[config.mk]
export PLATFORM = sky130hd
export DESIGN_NAME = addr4u_seq_ctrl
export DESIGN_NICKNAME = d
export VERILOG_FILES = /design/src/rtl/addr4u_seq_pkg.sv /design/src/rtl/addr4u_rr_arb.sv /design/src/rtl/addr4u_seq_ctrl.sv
export SDC_FILE = /design/constraint.sdc
export NUM_CORES = 1
export LEC_CHECK = 0
export BUFFER_PORTS_ARGS = -buffer_cell sky130_fd_sc_hd__buf_2
export CAP_MARGIN = 10
export CORE_ASPECT_RATIO = 1.75
export CORE_UTILIZATION = 40
export DETAILED_ROUTE_END_ITERATION = 8
export GPL_TIMING_DRIVEN = 0
export HOLD_SLACK_MARGIN = 0.08
export PLACE_DENSITY = 0.72
export SYNTH_ARGS = -nofsm -noshare
export SYNTH_HDL_FRONTEND = slang
export SYNTH_HIERARCHICAL = 1
export SYNTH_SLANG_ARGS = --single-unit
[constraint.sdc]
create_clock -name clk -period 2.45 [get_ports clk]
set_input_delay 0.245 -clock clk [delete_from_list [all_inputs] [get_ports clk]]
set_output_delay 0.245 -clock clk [all_outputs]
set_load 0.05 [all_outputs]
[src/rtl/addr4u_seq_pkg.sv]
// Shared types and helpers for the nibble-serial adder sequencer.
// Holds the FSM state encoding, the adder slice width and an index-width helper.
package addr4u_seq_pkg;

  typedef enum logic [1:0] {
    IDLE = 2'd0,
    ADD  = 2'd1,
    INC  = 2'd2,
    DONE = 2'd3
  } state_t;

  localparam int NIB_W = 4;

  // Width needed to index v items; never less than one bit.
  function automatic int clog2(input int v);
    int r;
    r = 0;
    while ((1 << r) < v) r = r + 1;
    if (r < 1) r = 1;
    return r;
  endfunction

endpackage

[src/rtl/addr4u_rr_arb.sv]
// Combinational round-robin picker: first set request at or after ptr, wrapping.
// The pointer register itself lives in the parent.
module addr4u_rr_arb
  import addr4u_seq_pkg::*;
#(
  parameter int NREQ = 4,
  parameter int ID_W = clog2(NREQ)
) (
  input  logic [NREQ-1:0] req,
  input  logic [ID_W-1:0] ptr,
  output logic [NREQ-1:0] grant,
  output logic [ID_W-1:0] idx,
  output logic            any
);

  // Walk offsets from farthest to nearest so the nearest hit wins.
  always_comb begin
    int j;
    idx = '0;
    any = 1'b0;
    j   = 0;
    for (int off = NREQ - 1; off >= 0; off--) begin
      j = int'(ptr) + off;
      if (j >= NREQ) j = j - NREQ;
      if (req[j]) begin
        idx = ID_W'(j);
        any = 1'b1;
      end
    end
  end

  genvar gi;
  generate
    for (gi = 0; gi < NREQ; gi++) begin : g_grant
      assign grant[gi] = any && (idx == ID_W'(gi));
    end
  endgenerate

endmodule

[src/rtl/addr4u_seq_ctrl.sv]
// Arbitrates NREQ requesters onto one external 4-bit adder and runs each
// (4*NIB)-bit add nibble by nibble, with an extra +1 pass for carried nibbles.
module addr4u_seq_ctrl
  import addr4u_seq_pkg::*;
#(
  parameter int NREQ = 4,
  parameter int NIB  = 4,
  localparam int W    = NIB_W * NIB,
  localparam int ID_W = clog2(NREQ),
  localparam int K_W  = clog2(NIB)
) (
  input  logic              clk,
  input  logic              rst,
  input  logic [NREQ-1:0]   req_valid,
  output logic [NREQ-1:0]   req_ready,
  input  logic [NREQ*W-1:0] req_a,
  input  logic [NREQ*W-1:0] req_b,
  output logic              rsp_valid,
  input  logic              rsp_ready,
  output logic [ID_W-1:0]   rsp_id,
  output logic [W:0]        rsp_sum,
  output logic [3:0]        add_a,
  output logic [3:0]        add_b,
  input  logic [4:0]        add_o
);

  state_t          state_reg, state_next;
  logic [ID_W-1:0] ptr_reg, ptr_next;
  logic [ID_W-1:0] id_reg, id_next;
  logic [W-1:0]    a_reg, a_next;
  logic [W-1:0]    b_reg, b_next;
  logic [W-1:0]    s_reg, s_next;
  logic            carry_reg, carry_next;
  logic [K_W-1:0]  k_reg, k_next;
  logic [NREQ-1:0] ready_next;

  logic [NREQ-1:0] arb_grant;
  logic [ID_W-1:0] arb_idx;
  logic            arb_any;
  logic            last_nib;

  addr4u_rr_arb #(.NREQ(NREQ), .ID_W(ID_W)) u_arb (
    .req   (req_valid),
    .ptr   (ptr_reg),
    .grant (arb_grant),
    .idx   (arb_idx),
    .any   (arb_any)
  );

  assign last_nib = (k_reg == K_W'(NIB - 1));

  always_comb begin
    state_next = state_reg;
    ptr_next   = ptr_reg;
    id_next    = id_reg;
    a_next     = a_reg;
    b_next     = b_reg;
    s_next     = s_reg;
    carry_next = carry_reg;
    k_next     = k_reg;
    ready_next = '0;
    add_a      = 4'd0;
    add_b      = 4'd0;
    case (state_reg)
      IDLE: begin
        if (arb_any) begin
          ready_next = arb_grant;
          a_next     = req_a[arb_idx*W +: W];
          b_next     = req_b[arb_idx*W +: W];
          id_next    = arb_idx;
          ptr_next   = (arb_idx == ID_W'(NREQ - 1)) ? '0 : arb_idx + 1'b1;
          s_next     = '0;
          carry_next = 1'b0;
          k_next     = '0;
          state_next = ADD;
        end
      end
      ADD: begin
        add_a = a_reg[k_reg*NIB_W +: NIB_W];
        add_b = b_reg[k_reg*NIB_W +: NIB_W];
        s_next[k_reg*NIB_W +: NIB_W] = add_o[3:0];
        carry_next = add_o[4];
        // An incoming carry means this nibble still owes a +1 pass.
        if (carry_reg) begin
          state_next = INC;
        end else if (last_nib) begin
          state_next = DONE;
        end else begin
          k_next = k_reg + 1'b1;
        end
      end
      INC: begin
        add_a = s_reg[k_reg*NIB_W +: NIB_W];
        add_b = 4'b0001;
        s_next[k_reg*NIB_W +: NIB_W] = add_o[3:0];
        carry_next = carry_reg | add_o[4];
        if (last_nib) begin
          state_next = DONE;
        end else begin
          k_next     = k_reg + 1'b1;
          state_next = ADD;
        end
      end
      DONE: begin
        if (rsp_ready) state_next = IDLE;
      end
      default: state_next = IDLE;
    endcase
  end

  always_ff @(posedge clk) begin
    if (rst) begin
      state_reg <= IDLE;
      ptr_reg   <= '0;
      id_reg    <= '0;
      a_reg     <= '0;
      b_reg     <= '0;
      s_reg     <= '0;
      carry_reg <= 1'b0;
      k_reg     <= '0;
    end else begin
      state_reg <= state_next;
      ptr_reg   <= ptr_next;
      id_reg    <= id_next;
      a_reg     <= a_next;
      b_reg     <= b_next;
      s_reg     <= s_next;
      carry_reg <= carry_next;
      k_reg     <= k_next;
    end
  end

  assign req_ready = rst ? '0 : ready_next;
  assign rsp_valid = (state_reg == DONE);
  assign rsp_id    = id_reg;
  assign rsp_sum   = {carry_reg, s_reg};

endmodule

# ---- Word level (Yosys, flattened, before mapping)
# Cells that the tools add are included.
dict set report totals {
  ff_bits 57
  input_bits 140
}
dict set report op_classes {
  addsub 10
  n_lt_le_gt_ge 8
  eq_ne 11
  shift 7
  n_mux 45
  bitwise_logic 1
  reduce_logical 14
}
# cell n
set op_table {}
lappend op_table {{32-bit by 4-bit < comparator with 1-bit output, second input constant} 4}
lappend op_table {{32-bit 2-to-1 mux} 4}
lappend op_table {{64-bit by 7-bit variable part select with 16-bit output} 2}
lappend op_table {{32-bit by 4-bit greater-or-equal comparator with 1-bit output, second input constant} 3}
lappend op_table {{32-bit by 4-bit subtractor with 32-bit output, second input constant} 3}
lappend op_table {{16-bit by 5-bit variable part select with 4-bit output} 3}
lappend op_table {{4-bit negator with 34-bit output} 1}
lappend op_table {{4-bit by 34-bit variable shift with 16-bit output, first input constant} 1}
lappend op_table {{4-bit by 34-bit variable part select with 16-bit output} 1}
lappend op_table {{16-bit case mux with 2 select lines} 1}
lappend op_table {{2-bit 2-to-1 mux} 13}
lappend op_table {{16-bit bitwise mux} 1}
lappend op_table {{16-bit 2-to-1 mux} 1}
lappend op_table {{4-bit case mux with 2 select lines} 2}
lappend op_table {{1-bit 2-to-1 mux} 13}
lappend op_table {{4-bit 2-to-1 mux} 3}
lappend op_table {{2-bit == test, second input constant} 5}
lappend op_table {{1-bit binary-select mux with 2-bit select} 4}
lappend op_table {{2-bit case mux with 4 select lines} 1}
lappend op_table {{2-bit by 2-bit adder with 3-bit output, second input constant} 2}
lappend op_table {{2-bit case mux with 3 select lines} 1}
lappend op_table {{2-bit AND reduction} 3}
lappend op_table {{3-bit AND reduction} 2}
lappend op_table {{2-bit by 1-bit adder with 2-bit output, second input constant} 2}
lappend op_table {{14 further kinds} 20}

# ---- Depth between registers and ports, before layout
# Gate-level depths: netlist (run 1).
dict set report logic_depth {
  ltp_word 15
  mapped_depth 9
  depth_no_buf 7
}

# ---- By module
# The synthesis (run 1) kept the hierarchy.
# mod instances cells_each area_each_um2 seq_area_each_um2
set by_module_without_submodules {}
lappend by_module_without_submodules {addr4u_seq_ctrl 1 308 3632.2 1141.1}
lappend by_module_without_submodules {addr4u_rr_arb 1 33 211.5 0.0}

# ---- Worst setup path before layout (run 1)
# OpenSTA, ideal clock, no wires.
dict set report synth_timing {
  path_type {register to register}
  from {reg ptr_reg[1]}
  to {reg a_reg[0]}
  setup_ns 0.117
  arrival_ns 1.950
  setup_slack_ns 0.384
  path_stages_with_launch 9
  path_cell_list {dfxtp_1 -> buf_6 -> mux2i_1 -> o22ai_1 -> a31oi_1 -> buf_6 -> buf_6 -> mux4_2 -> a22o_1}
}
dict set report synth_between {
  elab_chain_len 11
}
# element line_no
set synth_lines {}
lappend synth_lines {{from (decl)} addr4u_seq_ctrl.sv:28} ;# logic [ID_W-1:0] ptr_reg, ptr_next;
lappend synth_lines {{from (signal assigned)} addr4u_seq_ctrl.sv:123} ;# ptr_reg <= ptr_next;
lappend synth_lines {{2-bit by 2-bit adder with 3-bit output} addr4u_rr_arb.sv:23} ;# j = int'(ptr) + off;
lappend synth_lines {{32-bit by 4-bit subtractor with 32-bit output / 32-bit by 4-bit greater-or-equal comparator with 1-bit output (equally long branches)} addr4u_rr_arb.sv:24} ;# if (j >= NREQ) j = j - NREQ;
lappend synth_lines {{32-bit 2-to-1 mux} addr4u_rr_arb.sv:24}
lappend synth_lines {{1-bit binary-select mux with 2-bit select} addr4u_rr_arb.sv:25} ;# if (req[j]) begin
lappend synth_lines {{1-bit 2-to-1 mux (implied by the code) (2 in series)} addr4u_rr_arb.sv:25}
lappend synth_lines {{2-bit 2-to-1 mux (3 in series)} addr4u_rr_arb.sv:25}
lappend synth_lines {{2-bit 2-to-1 mux *} addr4u_rr_arb.sv:25}
lappend synth_lines {{named net arb_idx[0]} addr4u_seq_ctrl.sv:38} ;# logic [ID_W-1:0] arb_idx;
lappend synth_lines {{64-bit by 7-bit variable part select with 16-bit output *} addr4u_seq_ctrl.sv:68} ;# a_next = req_a[arb_idx*W +: W];
lappend synth_lines {{to (signal assigned)} addr4u_seq_ctrl.sv:125} ;# a_reg <= a_next;
lappend synth_lines {{to (decl)} addr4u_seq_ctrl.sv:30} ;# logic [W-1:0] a_reg, a_next;
# The timed path passes the listed nets; every way through them passes the cells marked *. The select of a mux whose other input is x is not followed.
# A chain may end at the register's enable or synchronous reset.

# ---- Final worst setup path (run 1)
dict set report layout_timing {
  from {reg state_reg[0]}
  to {out add_a[1]}
}
dict set report layout_between {
  elab_chain_len 2
}
# element line_no
set layout_lines {}
lappend layout_lines {{from (decl)} addr4u_seq_ctrl.sv:27} ;# state_t state_reg, state_next;
lappend layout_lines {{from (signal assigned)} addr4u_seq_ctrl.sv:122} ;# state_reg <= state_next;
lappend layout_lines {{2-bit == test / 2-bit by 1-bit == test with 1-bit output (equally long branches)} addr4u_seq_ctrl.sv:64} ;# case (state_reg)
lappend layout_lines {{4-bit case mux with 2 select lines *} addr4u_seq_ctrl.sv:64}
lappend layout_lines {{to (decl)} addr4u_seq_ctrl.sv:22} ;# output logic [3:0] add_a,
# Every way passes the cells marked *; elsewhere a longest branch is shown, timed or not.

==> results of run 1 <==
-- path summary, 6_finish.rpt --
check                    start           end  slack, ps
setup reg to reg    ptr_reg[1]     b_reg[11]        180
hold reg to reg      rsp_id[0]     rsp_id[0]        460
setup / recovery  state_reg[0]      add_a[1]         50
hold / removal             rst  state_reg[1]        150
-- layout by cell type, fill, tap and decap left out, types with 9 or more instances in the layout --
master	count
ha_1	11
buf_2	171
clkbuf_16	9
o21ai_0	18
nand4_1	16
dfxtp_1	55
mux4_2	38
buf_4	9
inv_1	9
a21oi_1	28
a22o_1	38
-- routing by layer --
metal / up-vias / global-route usage (%) / part of all wire [%]
li1: 1710 / - / -
met1: 1794 / 24.0 / 35
met2: 173 / 45.5 / 56
met3: 41 / 4.38 / 5.3
met4: 0 / 13.9 / 4.4
met5: - / 0 / 0
-- cell type report --
cell class              instances  area (sq um)
fillers                       883          4270
multi-input cells             241          2440
flip-flops and latches         57          1140
repair buffers                168           861
plain buffers                  34           251
clock buffers                  11           243
well taps                     122           153
inverters                       9          33.8
clock inverters                 3          18.8
-- stage by stage --
step | cells | hold slack (ps)
2_1_floorplan | 341 | 399
3_3_place_gp | 630 | 454
3_5_place_dp | 630 | 459
4_1_cts | 645 | 157
5_1_grt | 645 | 158
6_report | 645 | 150
-- where the power goes --
group | internal (mW) | total (mW) | leakage (nW) | switching [mW]
logic | 1.53 | 3.23 | 1.75 | 1.71
clock network | 0.695 | 1.11 | 0.131 | 0.415
registers | 1.25 | 1.46 | 0.468 | 0.211
total | 3.47 | 5.80 | 2.35 | 2.33
-- logic make-up after synthesis --
group / count (synthesis)
AO/OA/AOI/OAI: 103
adder cells (fa/ha/maj): 12
AND/OR/NAND/NOR: 78
flip-flops: 57
buffers and inverters: 43
multiplexers: 48
-- repair_timing --
item / CTS / global route
endpoints found under the setup margin: 12 / 39
pin swaps: 1 / 0
setup buffers: 1 / 0
gates resized for setup: 9 / 9
-- critical path: cells and delay by family, from the launching register on --
kind,cells,cell delay (ps)
buf+inv,3,600
mux,1,390
compound gates,1,260
fa+ha+maj,1,210
flops,1,350
==> impl_results.md, run 1 <==
* FF+latch count, synth at 57
* Slew Viols, Final at 0
* GPL Wtd Cong at 0.859
* GRT Residual Overflow at 0
* Clk buf depth at 2
* Post-synthesis adder-cell area fraction at 3.91%
* Gr usage total at 24.0%
* Total power at 5.80 mW
* # setup viols final at 0
* Max Cap Violations at 0
* CTS H-tree lvls at 3
* Fin crit period at 2400 ps
* Async S/R FF share, synth at 0%
* Port bufs at 167
* CP max-delay cell: mux4_1
* Outcome: finished clean
* Critical-path maximum fanout at 10
* Drt wl/cell at 18.1 um
* Post-synth top cells: dfxtp_1 (57), a22o_1 (38), mux4_2 (38), a21oi_1 (28), o21ai_0 (18)
* Netlist cell types at 49
* Top post-synthesis cells by area: dfxtp_1 (30%), mux4_2 (22%), a22o_1 (8.7%)
* DR iter-0 viols at 174
* Root buf cell: clkbuf_16
* Die Y at 132 um
* Drt total wl at 11700 um
* Sequential area share after synthesis at 29.7%
* Post-Synth Simple-Gate Area at 13.0%
* Clk sinks at 57
* Layout area overhead at 33.8%
* DRC violations left at 0
* Period Utilization, post-route at 97.8%
* CTS Hold Bufs at 0
* Post-synthesis mux area share at 27.4%
* Largest family of logic cells by synthesized area: multiplexers
* Layout Utilization at 54.7%
* Post-Syn Area at 3840 sq um
* RSZ-0062 raised after global routing: false
* Synth Instances at 341
* Synth Area in Compound Gates at 18.7%
* CTS tree: done
* Post-synthesis xor/xnor area fraction at 0%
* Initial Util at 40.9%
* Syn Area/Cell at 11.3 sq um
* CP Launch Type: register
* Via count at 3718
* CP peak stage delay at 390 ps
* WP data required at 2200 ps
* Vias per cell at 5.76
* Slew HR at 56.6%
* Num CTS Buffers at 9
* Crit path DAT at 2150 ps
* Largest net degree at the start of global routing at 11
* Crit-path cells: inv_1 -> ha_1 -> clkbuf_2 -> mux4_1 -> a22o_1 -> buf_4
* Core area at 9410 sq um
* Final Skew at 6.04 ps
* Post-DP Area at 4830 sq um
* Top-count cell post-synth: dfxtp_1
* EDFF count, synth at 0
* FP Rows at 47
* Final WS setup at 53.9 ps
* Clock transition at path regs at 50 ps
* Antenna cells at 0
* Initial antenna violation count at 0
* FMAX at 0.417 GHz
* Vias in the first global route at 3850
* Crit. End Element: primary output
* Dpl hpwl at 9600 um
* Io pins at 172
* Final nets at 672
* First-pass GRT wire length at 18700 um
* Final instance area at 5140 sq um
* PD cells at 1130 nW/um^2
* Die width at 76.1 um
* Hold Violations, Final at 0
* Fraction of layout cells with a size suffix above 1 at 51.4%
* R2R depth at 8
* Pleak at 2.35 nW
* Synth area leader: dfxtp_1
* Maximum vdd drop at 0.535 mV
* Least-Margin Pin Slew at 633 ps
* Die area at 10000 sq um
* Dpl ws at 44.0 ps
* Clk_lat worst skew at 340 ps
* Yosys top cell area share at 29.7%
* First-pass iteration count of the detailed router at 4
* Syn. warnings at 6
* Hold WC Path Type: in -> reg
* Final ANT Viol Nets at 0
* Syn Nets at 493
* Top FF cell, synth: dfxtp_1
* Hold path depth at 2
* CP Class: reg -> out
* Final TNS setup at 0 ps
(Power assumes the default switching activity.)
==> inputs of run 2 (changes only) <==
==> constraint.sdc (replaced) <==
create_clock -name clk -period 2.6 [get_ports clk]
set_input_delay 0.26 -clock clk [delete_from_list [all_inputs] [get_ports clk]]
set_output_delay 0.26 -clock clk [all_outputs]
set_load 0.05 [all_outputs]
==> run 2 against run 1 <==
Compared with the run above:
- first-iteration DRC count decreased by 13%
- hold slack improved by 29 ps
- sequential power decreased by 6%
- count of clock-buffer cells in the layout unchanged
- routed wire length decreased by 0.22%
- sequential share of layout area increased by 0.071 points
- clock skew increased by 0.63 ps
- die area unchanged
- critical path depth unchanged
- power decreased by 6.4%
- setup slack improved by 85 ps
- critical endpoint unchanged
==> impl_results.md, run 2 (synthesis gave the netlist of run 1 again) <==
* Worst Path Buf+Inv at 3 (unchanged)
* WP data required at 2340 ps (+140 ps)
* Vias per cell at 5.77 (+0.13%)
* Total power at 5.43 mW (-6.4%)
* Dpl ws at 179 ps (+135 ps)
* Dpl hpwl at 9600 um (unchanged)
* Hold_sp: rst
* Pint at 3.24 mW (-6.6%)
* Drt wl/cell at 18.1 um (-0.22%)
* Slew HR at 57.4% (+0.84 points)
* CP max-delay cell: mux4_1
* Die width at 76.1 um (unchanged)
* Gr usage total at 23.9% (-0.13 points)
* Layout area overhead at 33.1%
* Final nets at 672 (unchanged)
* Clk_lat worst skew at 330 ps (about the same)
* Antenna cells at 0 (unchanged)
* Io pins at 172 (unchanged)
* Largest net degree at the start of global routing at 17 (+6)
* Final instance area at 5120 sq um (-0.54%)
* Comb pwr share at 55.5% (-0.2 points)
* Root buf cell: clkbuf_16
* Maximum vdd drop at 0.490 mV (-8.5%)
* Fin Hold WS at 178 ps (+28.5 ps)
* Outcome: finished clean
* Critical-path maximum fanout at 10 (unchanged)
* Clk pwr share at 19.2% (about the same)
* Worst R2R Setup Slack at 250 ps (+70 ps)
* Switch share at 40.4% (+0.14 points)
* Initial Util at 40.9% (unchanged)
* Final ANT Viol Nets at 0 (unchanged)
* Most frequent cells in the layout: buf_2 (178), dfxtp_1 (57), mux4_2 (38), a22o_1 (38), a21oi_1 (28)
* Reg2reg start: ptr_reg[1]
* GRT Residual Overflow at 0 (unchanged)
* Crit-path cells: inv_1 -> ha_1 -> clkbuf_2 -> mux4_1 -> a22o_1 -> buf_2
* Die Y at 132 um (unchanged)
* First-pass iteration count of the detailed router at 4 (unchanged)
* Clk sinks at 57 (unchanged)
* CP Launch Type: register
* Fin crit period at 2460 ps
* DRC violations left at 0 (unchanged)
* FP Rows at 47 (unchanged)
* Hold path depth at 2 (unchanged)
* Core area at 9410 sq um (unchanged)
* RSZ-0062 raised after global routing: false
* Commonest non-fill, non-tap cell in the layout: buf_2
* Layout Utilization at 54.4% (-0.29 points)
* Seq pwr share at 25.3% (+0.2 points)
* Drt total wl at 11700 um (-0.22%)
* Layout Cells excl Fill at 645 (unchanged)
* CTS H-tree lvls at 3 (unchanged)
* PD cells at 1060 nW/um^2 (-5.9%)
* Pleak at 2.35 nW (-0.10%)
* Vias in the first global route at 3841 (-0.23%)
* Hold Violations, Final at 0 (unchanged)
* Dpl cells at 630 (unchanged)
* Final Skew at 6.66 ps (+0.625 ps)
* Worst r2r dst: b_reg[11]
* Crit. End Element: primary output
* CP Class: reg -> out
* Period Utilization, post-route at 94.7%
* Crit path DAT at 2200 ps (+50 ps)
* Port bufs at 167 (unchanged)
* DR iter-0 viols at 151 (-13%)
* CTS Hold Bufs at 0 (unchanged)
* Die area at 10000 sq um (unchanged)
* GPL Wtd Cong at 0.859 (unchanged)
* Final TNS setup at 0 ps (unchanged)
* CP top delay family: buffers and inverters
* Clk buf depth at 2 (unchanged)
* P_sw at 2.19 mW (-6.1%)
* # setup viols final at 0 (unchanged)
* Via count at 3723 (+0.13%)
* Hold Path Sink: s_reg[14]
* CTS tree: done
* Num CTS Buffers at 9 (unchanged)
* Initial antenna violation count at 0 (unchanged)
* First-pass GRT wire length at 18600 um (-0.41%)
* Clock transition at path regs at 50 ps (about the same)
* Fraction of layout cells with a size suffix above 1 at 50.7% (-0.76 points)
* Least-Margin Pin Slew at 621 ps (-12.3 ps)
* Slew Viols, Final at 0 (unchanged)
* FMAX at 0.406 GHz
* Hold WC Path Type: in -> reg
* Post-DP Area at 4830 sq um (unchanged)
* R2R depth at 8 (unchanged)
* CP peak stage delay at 390 ps (about the same)
* Max Cap Violations at 0 (unchanged)
* Final WS setup at 139 ps (+84.7 ps)
## run 2: cell types whose count changed in the layout (fill, tap and decap cells not counted)
cell	delta
buf_2	+7
clkbuf_4	-4
buf_4	-3
dfxtp_1	+2
dfxtp_2	-2
a31oi_1	+1
a31oi_2	-1
clkbuf_1	+1
clkbuf_2	-1
## run 2: worst max-delay path by stage
stage                       startpoint           end  slack [ps]  cells past startpoint
after floorplan           state_reg[1]      add_b[0]         520                      4
after global placement    state_reg[1]      add_a[2]         170                      6
after detailed placement  state_reg[1]      add_a[3]         180                      6
after CTS                 state_reg[1]      add_a[3]          40                      5
after global routing      state_reg[0]  req_ready[0]          30                      8
final                     state_reg[0]      add_a[1]         140                      6
## run 2: area by class of cell
cell class | instances | area [sq um]
Tap cell | 122 | 153
Fill cell | 894 | 4290
Timing Repair Buffer | 169 | 851
Sequential cell | 57 | 1140
Buffer | 33 | 243
Clock buffer | 11 | 243
Clock inverter | 3 | 18.8
Multi-Input combinational cell | 241 | 2430
Inverter | 9 | 33.8
## run 2: what timing repair did
| action | in CTS | in global routing |
|---|---|---|
| setup buffers | 0 | 2 |
| cloned | 0 | 0 |
| pin swaps | 0 | 1 |
| setup endpoints to repair | 8 | 8 |
| resized for setup | 2 | 2 |
## run 2: layer usage
layer / global-route usage (%) / part of all wire [%] / vias up / wire length (um)
li1: - / - / 1712 / -
met1: 23.9 / 35 / 1793 / 4080
met2: 44.8 / 56 / 176 / 6470
met3: 4.44 / 5.4 / 42 / 624
met4: 14.3 / 4.1 / 0 / 481
met5: 0 / 0 / - / 0
## run 2: power groups by stage
stage / clock network [mW] / logic, mW / registers [mW]
after floorplan: 0 / 2.22 / 1.41
final: 1.04 / 3.01 / 1.37
after global routing: 1.10 / 3.24 / 1.41
after detailed placement: 0 / 2.99 / 1.38
after CTS: 1.05 / 3.00 / 1.37
after global placement: 0 / 2.92 / 1.38
